File: src/rtl/mem_bus_pkg.sv
// mem_bus_pkg: shared state encoding and default window/timeout.
package mem_bus_pkg;
  localparam logic [1:0] IDLE     = 2'd0;
  localparam logic [1:0] INT_RD   = 2'd1;
  localparam logic [1:0] EXT_WAIT = 2'd2;
  localparam logic [1:0] EXT_DONE = 2'd3;

  localparam logic [31:0] DEF_INT_LOWER = 32'h800;
  localparam logic [31:0] DEF_INT_UPPER = 32'hBFF;
  localparam int          DEF_TIMEOUT   = 16;
  localparam int          CNT_W         = 16;
endpackage

File: src/rtl/mem_bus_controller_addr_window_cmp.sv
// addr_window_cmp: inclusive unsigned address window test.
module addr_window_cmp (
  input  logic [31:0] Address,
  input  logic [31:0] lower,
  input  logic [31:0] upper,
  output logic        hit
);
  assign hit = (Address >= lower) && (Address <= upper);
endmodule

File: src/rtl/mem_bus_controller.sv
// mem_bus_controller: routes CPU accesses to internal RAM or
// to an external handshaked memory with a wait timeout.
module mem_bus_controller
  import mem_bus_pkg::*;
#(
  parameter logic [31:0] INT_LOWER = DEF_INT_LOWER,
  parameter logic [31:0] INT_UPPER = DEF_INT_UPPER,
  parameter int          TIMEOUT   = DEF_TIMEOUT
) (
  input  logic        CLK,
  input  logic        Reset,
  input  logic [31:0] Address,
  input  logic [31:0] WrData,
  input  logic        Rd,
  input  logic        Wr,
  output logic        Stall,
  output logic [31:0] RdData,
  output logic [9:0]  IntAddr,
  output logic        IntWe,
  output logic [31:0] IntWrData,
  input  logic [31:0] IntRdData,
  output logic        ExtReq,
  output logic        ExtWe,
  output logic [31:0] ExtAddr,
  output logic [31:0] ExtWrData,
  input  logic        ExtAck,
  input  logic [31:0] ExtRdData,
  output logic        BusError
);
  localparam logic [CNT_W-1:0] TO_LAST = CNT_W'(TIMEOUT - 1);

  logic [1:0]       state;
  logic [CNT_W-1:0] cnt;
  logic [31:0]      rd_q;
  logic             hit;
  logic             idle;
  logic             waiting;
  logic             acc_wr_int;
  logic             acc_rd_int;
  logic             acc_ext;
  logic             to_hit;

  addr_window_cmp u_win (
    .Address (Address),
    .lower   (INT_LOWER),
    .upper   (INT_UPPER),
    .hit     (hit)
  );

  assign idle       = (state == IDLE);
  assign waiting    = (state == EXT_WAIT);
  assign acc_wr_int = idle & hit & Wr;
  assign acc_rd_int = idle & hit & Rd & ~Wr;
  assign acc_ext    = idle & ~hit & (Rd | Wr);
  // an ack in the last allowed cycle wins over the timeout
  assign to_hit     = waiting & ~ExtAck & (cnt == TO_LAST);

  assign Stall     = ~Reset & (acc_rd_int | acc_ext | waiting);
  assign IntWe     = ~Reset & acc_wr_int;
  assign BusError  = ~Reset & to_hit;
  assign IntAddr   = Address[11:2] - INT_LOWER[11:2];
  assign IntWrData = WrData;
  assign RdData    = (state == INT_RD) ? IntRdData : rd_q;

  always_ff @(posedge CLK or posedge Reset) begin
    if (Reset) begin
      state     <= IDLE;
      cnt       <= '0;
      rd_q      <= '0;
      ExtReq    <= 1'b0;
      ExtWe     <= 1'b0;
      ExtAddr   <= '0;
      ExtWrData <= '0;
    end else begin
      unique case (state)
        IDLE: begin
          if (acc_ext) begin
            ExtAddr   <= Address;
            ExtWrData <= WrData;
            ExtWe     <= Wr;
            ExtReq    <= 1'b1;
            cnt       <= '0;
            state     <= EXT_WAIT;
          end else if (acc_rd_int) begin
            state <= INT_RD;
          end
        end
        INT_RD: state <= IDLE;
        EXT_WAIT: begin
          cnt <= cnt + 1'b1;
          if (ExtAck) begin
            rd_q   <= ExtRdData;
            ExtReq <= 1'b0;
            ExtWe  <= 1'b0;
            state  <= EXT_DONE;
          end else if (to_hit) begin
            rd_q   <= '0;
            ExtReq <= 1'b0;
            ExtWe  <= 1'b0;
            state  <= EXT_DONE;
          end
        end
        EXT_DONE: state <= IDLE;
        default:  state <= IDLE;
      endcase
    end
  end
endmodule

File: config.mk
export PLATFORM = sky130hd
export DESIGN_NAME = mem_bus_controller
export DESIGN_NICKNAME = d
export VERILOG_FILES = /design/src/rtl/mem_bus_pkg.sv /design/src/rtl/mem_bus_controller_addr_window_cmp.sv /design/src/rtl/mem_bus_controller.sv
export SDC_FILE = /design/constraint.sdc
export NUM_CORES = 1
export LEC_CHECK = 0
export CORE_UTILIZATION = 30
export DETAILED_ROUTE_END_ITERATION = 12
export HOLD_SLACK_MARGIN = 0.1
export PLACE_DENSITY = 0.75
export SYNTH_ARGS = -nofsm -noshare
export SYNTH_HDL_FRONTEND = slang
export SYNTH_SLANG_ARGS = --single-unit
File: constraint.sdc
create_clock -name CLK -period 4.85 [get_ports CLK]
set_input_delay 0.485 -clock CLK [delete_from_list [all_inputs] [get_ports CLK]]
set_output_delay 0.485 -clock CLK [all_outputs]
set_load 0.005 [all_outputs]
== Word-level counts from Yosys, hierarchy flattened ==
Index checks and enable logic that the tools add are counted.
Storage, ports and cells
  register bits: 116
  input port bits: 133
  logic and storage cells: 62
Cells by class
  add/sub/neg operators: 2
  order comparisons: 2
  equal/unequal tests: 7
  muxes and demuxes: 16
  bitwise logic cells: 18
  reduce and logical (&&, ||, !) cells: 10
Operators by type and width (count)
  32-bit 2-to-1 mux: 3
  32-bit by 12-bit >= comparator with 1-bit output (second input constant): 1
  32-bit by 12-bit <= comparator with 1-bit output (second input constant): 1
  16-bit one-hot mux with 2 select lines: 1
  16-bit by 1-bit adder with 16-bit output (second input constant): 1
  16-bit by 4-bit == test with 1-bit output (second input constant): 1
  16-bit 2-to-1 mux: 1
  1-bit AND: 11
  10-bit subtractor (second input constant): 1
  2-bit 2-to-1 mux: 4
  2-bit AND reduction: 4
  2-bit one-hot mux with 3 select lines: 1
  2-bit == test (second input constant): 2
  1-bit 2-to-1 mux: 4
  1-bit inverter: 4
  1-bit one-hot mux with 2 select lines: 2
  2-bit nonzero test: 2
  3-bit by 1-bit != test with 1-bit output (second input constant): 1
  3-bit by 2-bit != test with 1-bit output (second input constant): 1
  1-bit bitwise OR: 3
  3-bit AND reduction: 1
  2-bit by 1-bit == test with 1-bit output (second input constant): 1
  2-bit logical NOT: 1
  2-bit by 1-bit != test with 1-bit output (second input constant): 1
  other kinds (2): 2

== Logic depth before layout (Yosys ltp) ==
  word-level depth: 8
  gate-level depth with buffers: 6
  gate-level depth less buffers: 5

== Hierarchy ==
From an unflattened synthesis, not the netlist that was laid out.
Unflattened totals
  cell total of the unflattened synthesis: 760
  area, all modules: 6942.9 um^2
By module, submodules not included
  mem_bus_controller: times used 1, cells each 534, area each 5338.9 um^2, seq. area each 2902.8 um^2
  addr_window_cmp: times used 1, cells each 226, area each 1604.0 um^2, seq. area each 0.0 um^2

== Least setup slack after synthesis ==
OpenSTA, ideal clock, no wires.
  kind: in2reg
  start: input Address[15]
  end: register ExtAddr[10]
  library setup time: 0.125 ns
  arrival time: 1.807 ns
  setup slack: 2.918 ns
  stages: 5
  buffers on the path: 1
  cell sequence: nor4_1 nand4_1 o21ai_2 buf_6 mux2_4
On the way
  longest elaborated chain between the ends: 6
  elaborated cells on any way between the ends: 7
  those cells by class: order compare: 2; bitwise: 3; reduce/logical: 2
RTL lines
  start: declaration: line mem_bus_controller.sv:12  | input logic [31:0] Address,
  32-bit by 12-bit >= comparator with 1-bit output or 32-bit by 12-bit <= comparator with 1-bit output (tied branches): line mem_bus_controller_addr_window_cmp.sv:8  | assign hit = (Address >= lower) && (Address <= upper);
  1-bit logical AND (*): line mem_bus_controller_addr_window_cmp.sv:8
  1-bit inverter (*): line mem_bus_controller.sv:54  | assign acc_ext = idle & ~hit & (Rd | Wr);
  1-bit AND (*) (2 in series): line mem_bus_controller.sv:54
  2-bit AND reduction (no line) (*)
  end signal: assignment: line mem_bus_controller.sv:78  | ExtAddr <= Address;
  end: declaration: line mem_bus_controller.sv:24  | output logic [31:0] ExtAddr,
Mark *: on every way between the ends. The rest lies on a longest branch, timed or not.
A chain may end at the register's enable or synchronous reset.

== Worst setup path in the final report ==
  start: input Address[24]
  end: output IntWe
On the way
  longest elaborated chain between the ends: 5
  elaborated cells on any way between the ends: 6
  those cells by class: order compare: 2; bitwise: 3; reduce/logical: 1
RTL lines
  32-bit by 12-bit >= comparator with 1-bit output or 32-bit by 12-bit <= comparator with 1-bit output (tied branches): line mem_bus_controller_addr_window_cmp.sv:8
  1-bit logical AND (*): line mem_bus_controller_addr_window_cmp.sv:8
  1-bit AND (*) (2 in series): line mem_bus_controller.sv:52  | assign acc_wr_int = idle & hit & Wr;
  1-bit AND (*): line mem_bus_controller.sv:59  | assign IntWe = ~Reset & acc_wr_int;
  end: declaration: line mem_bus_controller.sv:19  | output logic IntWe,
Marks and branches as above.

==> flow_summary.ini <==
[synthesis]
synthArstFlopShare_pct = 100
synth_warnings = 0
synth-edff-count = 0
synth_top_area_share_pct = 53.1
synth_compound_area_share_pct = 8.70
syn_area_per_cell_sq_um = 13.2
ys_types = 44
ys_top_cells_by_area = dfrtp_1 (53%), mux2_2 (11%), mux2_4 (9.3%)
synthFlopType = dfrtp_1
syn-num-nets = 549
synth_xor_area_share_pct = 0.160
synth_top_area_cell = dfrtp_1
syn_inst = 415
yosysMostFrequentCell = dfrtp_1
synth_top_family_by_area = multiplexers
synth_adder_area_share_pct = 0.229
ys_seq_area_share_pct = 53.1
synth.mux.area_fraction_pct = 22.3
synth-seq-cells = 116
synthSimpleGateAreaFrac_pct = 7.19
synth_common_cells = dfrtp_1 (116), mux2_2 (53), buf_4 (42)
synth_area_sq_um = 5470

[setup_path]
r2r-end = ExtWrData[26]
crit_path_start_kind = input port
cp-end-kind = primary output
path_delay_family = simple AND/OR/NAND/NOR gates
r2r_slack_ns = 2.35
worstPathCellList = clkdlybuf4s50_1, nor4_1, nand4_1, nor3_1, and3b_1, clkdlybuf4s50_1
r2r-start = state[1]
path_class = input port to primary output
crit_slowest_cell = nor4_1
cp_common_cell = clkdlybuf4s50_1
cp_slowest_stage_delay_ns = 0.58
arrival_ns = 2.78
crit_buf_inv = 2
cp.depth = 6
cp_max_fo = 4
cp_data_required_time_ns = 4.37
r2r_cells = 4

[route]
wl_met2_mm = 8.27
drt_first_pass_iters = 6
drc = 0
vias = 4170
drt-total-wl_mm = 15.3
routed.top_layer = met4
wl_per_cell_um = 17.2
met3WireLength_um = 804
viasPerCell = 4.69
m1WireLength_mm = 5.90
drtIter0Drc = 160
antenna_left = 0

[grt]
track_usage_pct = 16.5
grt_antenna_before_repair = 0
grt_first_pass_wirelength_mm = 23.5
grt-ovfl-total = 0
grt_pass1_vias = 4551
grt_max_degree = 80

[cts]
path_clk_slew_ns = 0.05
htreeDepth = 4
hold_buffers = 0
clockRootBuffer = clkbuf_16
cts_sinks = 116
ctsResizeCount = 0
clk_latency_ns = 0.40
cts_buffer_depth = 2
cts_buffers = 17
postCtsSetupBuffers = 0
cts_tree = yes

[power_and_ir_drop]
switching_power_w = 0.00143
p_clk_share_pct = 23.0
ir_drop_mv = 0.263
leakage_nw = 3.62
comb_power_share_pct = 43.8
seqPwrFrac_pct = 33.3
switching_share_pct = 28.2
powerDensity_nw_per_um2 = 587
intPower_w = 0.00365

[timing]
fin_crit_ns = 3.27
rsz0062_at_grt = no
clock_skew_ns = 0.00772
final_max_slew_viol_count = 0
slew_headroom_pct = 20.2
hold_ws_ns = 0.478
fin_setup_tns_ns = 0
fmax_ghz = 0.306
setup_viol = 0
final-hold-violation-count = 0
worstMarginPinSlew_ns = 1.20
final_min_period_over_clock_period_pct = 67.4

[place]
place.gp.congestion = 0.780
dp.final_hpwl_mm = 11.5
place.port_buffers = 275

[floorplanning]
die_w_um = 137
dieHeight_um = 137
core_sq_um = 17500
dieArea_sq_um = 18800
rows = 48
initial_core_util_pct = 31.2
io_pins = 276

[layout]
syn_to_final_growth_pct = 58.4
final_util_pct = 49.4
fillers = 1530
fin_nets = 785
insertedDiodeCount = 0
drive_above_1_share_pct = 19.6

[worst_hold_path]
hp-class = flip-flop to flip-flop
hold_path_depth = 1
holdPathEnd = ExtReq
min_from = ExtReq

[run]
cap_viol_max_count = 0

[outcome]
run_status = finished, final reports clean
==> cells by family (layout without fill, tap and decap cells) <==
family          count (synthesis)  in the layout
mux                            97             97
fa+ha+maj                       1              1
buf+inv                        65            314
flops                         116            116
xor+xnor                        1              1
compound gates                 65             65
simple gates                   70             70
==> layout by cell type, fill, tap and decap left out, types with 5 or more instances in the layout <==
| master | n |
|---|---|
| clkdlybuf4s50_1 | 275 |
| dfrtp_1 | 116 |
| mux2_2 | 53 |
| mux2_4 | 34 |
| a22o_1 | 32 |
| o21ai_0 | 21 |
| nand2_1 | 20 |
| clkbuf_16 | 17 |
| mux2_1 | 9 |
| nor4_1 | 7 |
| or3_1 | 6 |
| nand3_1 | 6 |
| clkinv_2 | 6 |
| nor2_1 | 5 |
==> state kept, by name, indices dropped and copies added, names as in the netlist <==
name,count
ExtWrData,32
ExtReq,1
ExtWe,1
rd_q,32
state,2
ExtAddr,32
cnt,16
==> per-stage QoR <==
step                      area [sq um]  total power (W)  std cells  setup WS, ns
after detailed placement          8100          0.00395        857          1.49
after floorplan                   5470          0.00272        415          1.29
after global placement            8100          0.00386        857          1.51
final                             8660          0.00508        889          1.58
after global routing              8660          0.00538        889          1.40
after CTS                         8660          0.00516        889          1.47
==> power by group through the flow <==
| stage | registers (W) | logic (W) | clock network [W] |
|---|---|---|---|
| 3_5_place_dp | 0.00169 | 0.00225 | 0 |
| 3_3_place_gp | 0.00168 | 0.00218 | 0 |
| 4_1_cts | 0.00170 | 0.00226 | 0.00120 |
| 6_report | 0.00169 | 0.00223 | 0.00117 |
| 5_1_grt | 0.00174 | 0.00238 | 0.00125 |
| 2_1_floorplan | 0.00165 | 0.00107 | 0 |
==> how the worst max path moves through the flow <==
stage / slack [ns] / endpoint / startpoint
after floorplan: 1.29 / ExtAddr[0] / Reset
after global routing: 1.40 / IntWe / Address[25]
after CTS: 1.47 / IntWe / Address[24]
after detailed placement: 1.49 / IntWe / Address[24]
final: 1.58 / IntWe / Address[24]
after global placement: 1.51 / IntWe / Address[24]
==> routing by layer <==
metal | vias up | global-route usage, %
met3 | 25 | 4.48
met2 | 144 | 29.4
met4 | 0 | 7.02
met1 | 2054 | 18.3
met5 | - | 0
li1 | 1947 | -
==> layout make-up <==
cell class	instances	area (sq um)	area share, %
clock inverter	9	77.6	0.896
clock buffer	23	478	5.52
sequential	116	2900	33.5
multi-input combinational	234	2120	24.5
timing repair buffer	279	2780	32.1
inverter	3	13.8	0.159
tap	225	282	3.25
(Power assumes the default switching activity.)
